===== config.mk =====
export PLATFORM = sky130hd
export DESIGN_NAME = layer_sequencer_flat
export DESIGN_NICKNAME = d
export VERILOG_FILES = /design/src/rtl/layer_sequencer_if.sv /design/src/rtl/layer_sequencer.sv /design/src/flat_wrapper.sv
export SDC_FILE = /design/constraint.sdc
export NUM_CORES = 1
export LEC_CHECK = 0
export ABC_AREA = 1
export CAP_MARGIN = 20
export CORE_MARGIN = 1.5
export CORE_UTILIZATION = 25
export DETAILED_ROUTE_END_ITERATION = 8
export SETUP_SLACK_MARGIN = 0.15
export SLEW_MARGIN = 15
export SYNTH_ARGS = -nofsm -noshare
export SYNTH_HDL_FRONTEND = slang
export SYNTH_SLANG_ARGS = --single-unit

===== constraint.sdc =====
create_clock -name clk -period 3.9 [get_ports clk]
set_input_delay 0.78 -clock clk [delete_from_list [all_inputs] [get_ports clk]]
set_output_delay 0.78 -clock clk [all_outputs]
set_load 0.01 [all_outputs]

===== src/rtl/layer_sequencer_if.sv =====
`default_nettype none
// ============================================================================
// Module      : layer_sequencer_if
// Description : Handshake and blender bus of the per-pixel layer sequencer.
//               The slave side is the sequencer. The master side is the
//               environment: the upstream stack source, the 1-cycle blender
//               and the scan-out sink.
// Revision    : 1.0 - initial release
// ============================================================================
interface layer_sequencer_if #(
  parameter int LAYERS = 4
);
  logic                  in_valid;
  logic                  in_ready;
  logic [16*LAYERS-1:0]  in_layers;
  logic [15:0]           blend_composited;
  logic [15:0]           blend_to_add;
  logic [15:0]           blend_result;
  logic                  out_valid;
  logic                  out_ready;
  logic [15:0]           out_pixel;

  modport master (
    output in_valid, in_layers, blend_result, out_ready,
    input  in_ready, blend_composited, blend_to_add, out_valid, out_pixel
  );

  modport slave (
    input  in_valid, in_layers, blend_result, out_ready,
    output in_ready, blend_composited, blend_to_add, out_valid, out_pixel
  );
endinterface
`default_nettype wire


===== src/rtl/layer_sequencer.sv =====
`default_nettype none
// ============================================================================
// Module      : layer_sequencer
// Description : Walks a stack of ARGB4444 layers, bottom layer first. It
//               feeds an external 1-cycle blender one layer at a time and
//               folds each result back into an accumulator seeded with
//               BG_COLOR. The final opaque pixel is presented on a
//               valid/ready output.
// Revision    : 1.0 - initial release
// ============================================================================
module layer_sequencer #(
  parameter int          LAYERS   = 4,
  parameter logic [15:0] BG_COLOR = 16'hF000
) (
  input  wire logic         clk,
  input  wire logic         rst_n,
  layer_sequencer_if.slave  bus
);

  localparam logic [2:0] LAST_IDX = 3'(LAYERS - 1);

  typedef enum logic [1:0] {
    S_IDLE  = 2'd0,
    S_ISSUE = 2'd1,
    S_WAIT  = 2'd2,
    S_DONE  = 2'd3
  } state_t;

  state_t                state_q;
  logic [16*LAYERS-1:0]  layers_q;
  logic [15:0]           acc_q;
  logic [2:0]            idx_q;
  logic [2:0]            idx_d;
  logic [15:0]           cur_layer;

  assign idx_d = idx_q + 3'd1;

  // Select the layer addressed by idx_q; idx_q never exceeds LAYERS-1.
  always_comb begin
    cur_layer = 16'h0000;
    for (int k = 0; k < LAYERS; k++) begin
      if (idx_q == 3'(k)) begin
        cur_layer = layers_q[16*k +: 16];
      end
    end
  end

  assign bus.in_ready         = (state_q == S_IDLE);
  assign bus.out_valid        = (state_q == S_DONE);
  assign bus.blend_composited = acc_q;
  assign bus.blend_to_add     = cur_layer;
  // Scan-out pixels are always opaque; RGB comes straight from the blender.
  assign bus.out_pixel        = {4'hF, acc_q[11:0]};

  // Sequencer FSM: accept a stack, then issue/skip layers, then hand off.
  always_ff @(posedge clk or negedge rst_n) begin
    if (!rst_n) begin
      state_q  <= S_IDLE;
      layers_q <= '0;
      acc_q    <= 16'h0000;
      idx_q    <= 3'd0;
    end else begin
      case (state_q)
        S_IDLE: begin
          if (bus.in_valid) begin
            layers_q <= bus.in_layers;
            acc_q    <= BG_COLOR;
            idx_q    <= 3'd0;
            state_q  <= S_ISSUE;
          end
        end
        S_ISSUE: begin
          // A zero-alpha layer leaves RGB unchanged, so it skips the blender.
          if (cur_layer[15:12] != 4'h0) begin
            state_q <= S_WAIT;
          end else if (idx_q == LAST_IDX) begin
            state_q <= S_DONE;
          end else begin
            idx_q <= idx_d;
          end
        end
        S_WAIT: begin
          acc_q <= bus.blend_result;
          if (idx_q == LAST_IDX) begin
            state_q <= S_DONE;
          end else begin
            idx_q   <= idx_d;
            state_q <= S_ISSUE;
          end
        end
        S_DONE: begin
          if (bus.out_ready) begin
            state_q <= S_IDLE;
          end
        end
        default: state_q <= S_IDLE;
      endcase
    end
  end

endmodule
`default_nettype wire

===== src/flat_wrapper.sv =====
// flat-port wrapper written by rule: the top's interface ports become plain ports
module layer_sequencer_flat 
#(
  parameter int          LAYERS   = 4,
  parameter logic [15:0] BG_COLOR = 16'hF000
)
  (clk, rst_n, bus_in_valid, bus_in_layers, bus_blend_result, bus_out_ready, bus_in_ready, bus_blend_composited, bus_blend_to_add, bus_out_valid, bus_out_pixel);
  layer_sequencer_if #(.LAYERS(LAYERS)) bus_i ();
  input  wire logic clk;
  input  wire logic rst_n;
  input wire logic [$bits(bus_i.in_valid)-1:0] bus_in_valid;
  input wire logic [$bits(bus_i.in_layers)-1:0] bus_in_layers;
  input wire logic [$bits(bus_i.blend_result)-1:0] bus_blend_result;
  input wire logic [$bits(bus_i.out_ready)-1:0] bus_out_ready;
  output wire logic [$bits(bus_i.in_ready)-1:0] bus_in_ready;
  output wire logic [$bits(bus_i.blend_composited)-1:0] bus_blend_composited;
  output wire logic [$bits(bus_i.blend_to_add)-1:0] bus_blend_to_add;
  output wire logic [$bits(bus_i.out_valid)-1:0] bus_out_valid;
  output wire logic [$bits(bus_i.out_pixel)-1:0] bus_out_pixel;
  assign bus_i.in_valid = bus_in_valid;
  assign bus_i.in_layers = bus_in_layers;
  assign bus_i.blend_result = bus_blend_result;
  assign bus_i.out_ready = bus_out_ready;
  assign bus_in_ready = bus_i.in_ready;
  assign bus_blend_composited = bus_i.blend_composited;
  assign bus_blend_to_add = bus_i.blend_to_add;
  assign bus_out_valid = bus_i.out_valid;
  assign bus_out_pixel = bus_i.out_pixel;
  layer_sequencer #(.LAYERS(LAYERS), .BG_COLOR(BG_COLOR)) u_core (.clk(clk), .rst_n(rst_n), .bus(bus_i));
endmodule

==> flow_summary.ini <==
[synth]
ys_seq_elements = 85
synth_area_leaders = dfrtp_1, nand2_1, o21ai_0
ys_async_sr_fraction_pct = 100.0
synth_top_area_cell = dfrtp_1
synth_area_per_cell_um2 = 8.093
yosysMostFrequentCell = nand2_1
synth_warnings = 0
syn_inst = 506
ys_types = 26
synth_common_cells = nand2_1, dfrtp_1, o21ai_0, inv_1, nand3_1
synth_top_area_share_pct = 51.94
seq_area_frac_synth_pct = 51.94
netlist_area_um2 = 4095
ys.flop_type = dfrtp_1
synth_edf_count = 0

[power]
leakage_nw = 2.754
total_power_mw = 4.639
ir_worst_vdd_mv = 0.4032
p_per_area_nw_per_um2 = 801.9

[routing]
wire_per_inst_um = 13.93
via_count = 3532
drcViolationCount = 0
vias_per_cell = 4.210
met2_length_um = 5805
drt-initial-drc-count = 128
ant_nets = 0
first_pass_iters = 4
wl_met1_um = 4966
highest_layer = met4
met3_length_um = 793
routed_wl_um = 11690

[sta]
setup_viol = 0
fin_hold_ws_ns = 0.3957
final_hold_viol_count = 0
finalCritPeriodShare_pct = 88.49
slew_headroom_pct = 43.00
finalClockSkew_ns = 0.01006
setup_tns_ns = 0
rsz0062_at_grt = false
worst_pin_slew_ns = 0.8519
finalMaxSlewViolations = 0
finalCriticalPeriod_ns = 3.451
fmax_ghz = 0.2898

[global_routing]
track_usage_pct = 14.67
grt_max_degree = 61
grt_antenna_before_repair = 0
grt_overflow = 0
grt_pass1_wl_um = 19010
grt_pass1_vias = 3616

[worst_setup_path]
arrival_ns = 2.67
crit_required_ns = 3.12
startpoint_type = flip-flop
path_max_fanout = 9
endpoint_kind = output port
ff2ff_path_depth = 7
worstSetupPathType = reg -> out

[clocking]
cts_max_level = 3
cts_resized = 0
path_clk_slew_ns = 0.06
cts-root-buf = clkbuf_16
cts_tree = yes
cts.hold.buffers_added = 0
cts_made_buffers = 9
post_cts_buffers = 0
clock_sinks = 85
cts_buffer_depth = 2
clk_latency_ns = 0.34

[job]
maxCapViolations = 0

[cells_and_area]
area_delta_synth_final_pct = 41.25
drive_gt1_share_pct = 6.742
num_antenna_cells = 0
nFillCells = 1678
layout.nets = 711

[min_path]
min_path_type = in -> async

[floorplan]
io_pins = 134
dieArea_um2 = 17160
row_count = 46
die_y_um = 131.0
die_width_um = 131.0
initial_utilization_pct = 25.69
core_um2 = 15940

[place]
place.gp.congestion = 0.7401
place.port_buffers = 129
dpl.hpwl_um = 8611

[status]
status = finished clean
==> cell usage in the layout, fill, tap and decap left out, types with 4 or more instances in the layout <==
cell type        netlist  routed
nand3_1               17      17
nand2_2                9      10
clkdlybuf4s50_1        0     128
buf_4                 16       8
nor2_1                 8       8
conb_1                 1       4
nand2_1              245     244
dfrtp_1               85      85
ha_1                   9       9
a22o_1                12      12
o21ai_0               34      34
inv_1                 24      24
o21ai_1                4       4
o22a_1                 4       4
clkbuf_16              0       9
==> per-stage QoR <==
stage	std cells	utilization [%]	instance area (µm²)	worst slack, ns
final	839	36.28	5784	0.4489
after global routing	839	36.28	5784	0.1954
after CTS	839	36.28	5784	0.4014
after detailed placement	823	34.59	5515	0.7667
after global placement	823	34.59	5515	0.8774
after floorplan	509	-	4106	1.529
==> cell type report <==
type	instances	area (µm²)	share of cell area [%]
clock inverters	5	36.28	0.6273
repair buffers	137	1361	23.53
multi-input cells	359	1659	28.68
well taps	216	270.3	4.672
flip-flops and latches	85	2127	36.77
inverters	26	97.59	1.687
clock buffers	11	232.7	4.023
==> final timing paths <==
check,from,endpoint,slack (ns)
min in group clk,u_core.layers_q[42],u_core.layers_q[42],0.47
max in group asynchronous,rst_n,u_core.layers_q[61],2.70
setup / recovery,u_core.idx_q[1],bus_blend_to_add[4],0.45
hold reg to reg,u_core.layers_q[42],u_core.layers_q[42],0.47
hold / removal,rst_n,u_core.state_q[0],0.40
setup reg to reg,u_core.state_q[0],u_core.bus.blend_composited[13],1.68
==> layer usage <==
metal / global-route usage [%] / vias up
met5: 0 / -
met4: 3.685 / 0
met3: 4.601 / 10
met2: 25.41 / 102
met1: 17.69 / 1624
li1: - / 1796
==> cells by family after synthesis <==
family,count (synthesis),synth area share (%)
AOI/OAI and AO/OA,57,8.524
buffers and inverters,65,7.883
DFF,85,51.94
adders and majority gates,9,2.750
and+or+nand+nor,289,28.81
other,1,0.09157
==> report_power, final <==
part	switching (mW)	total [mW]	internal, mW
Clock	0.356	0.789	0.433
Sequential	0.261	1.55	1.29
Combinational	1.24	2.30	1.07
==> registers in the layout, summed over array words and instances, names as in the netlist <==
| signal | flops |
|---|---|
| u_core.bus.blend_composited | 16 |
| u_core.idx_q | 3 |
| u_core.layers_q | 64 |
| u_core.state_q | 2 |
==> critical path: stages (launching register included) <==
cell	delay, ns
dfrtp_1	0.41
inv_1	0.09
ha_1	0.25
inv_1	0.09
nor2_2	0.27
buf_4	0.24
nand2_1	0.07
nand3_1	0.07
o21ai_0	0.08
o21ai_0	0.19
clkdlybuf4s50_1	0.56
Note: power is estimated with default switching activity, not from simulation.
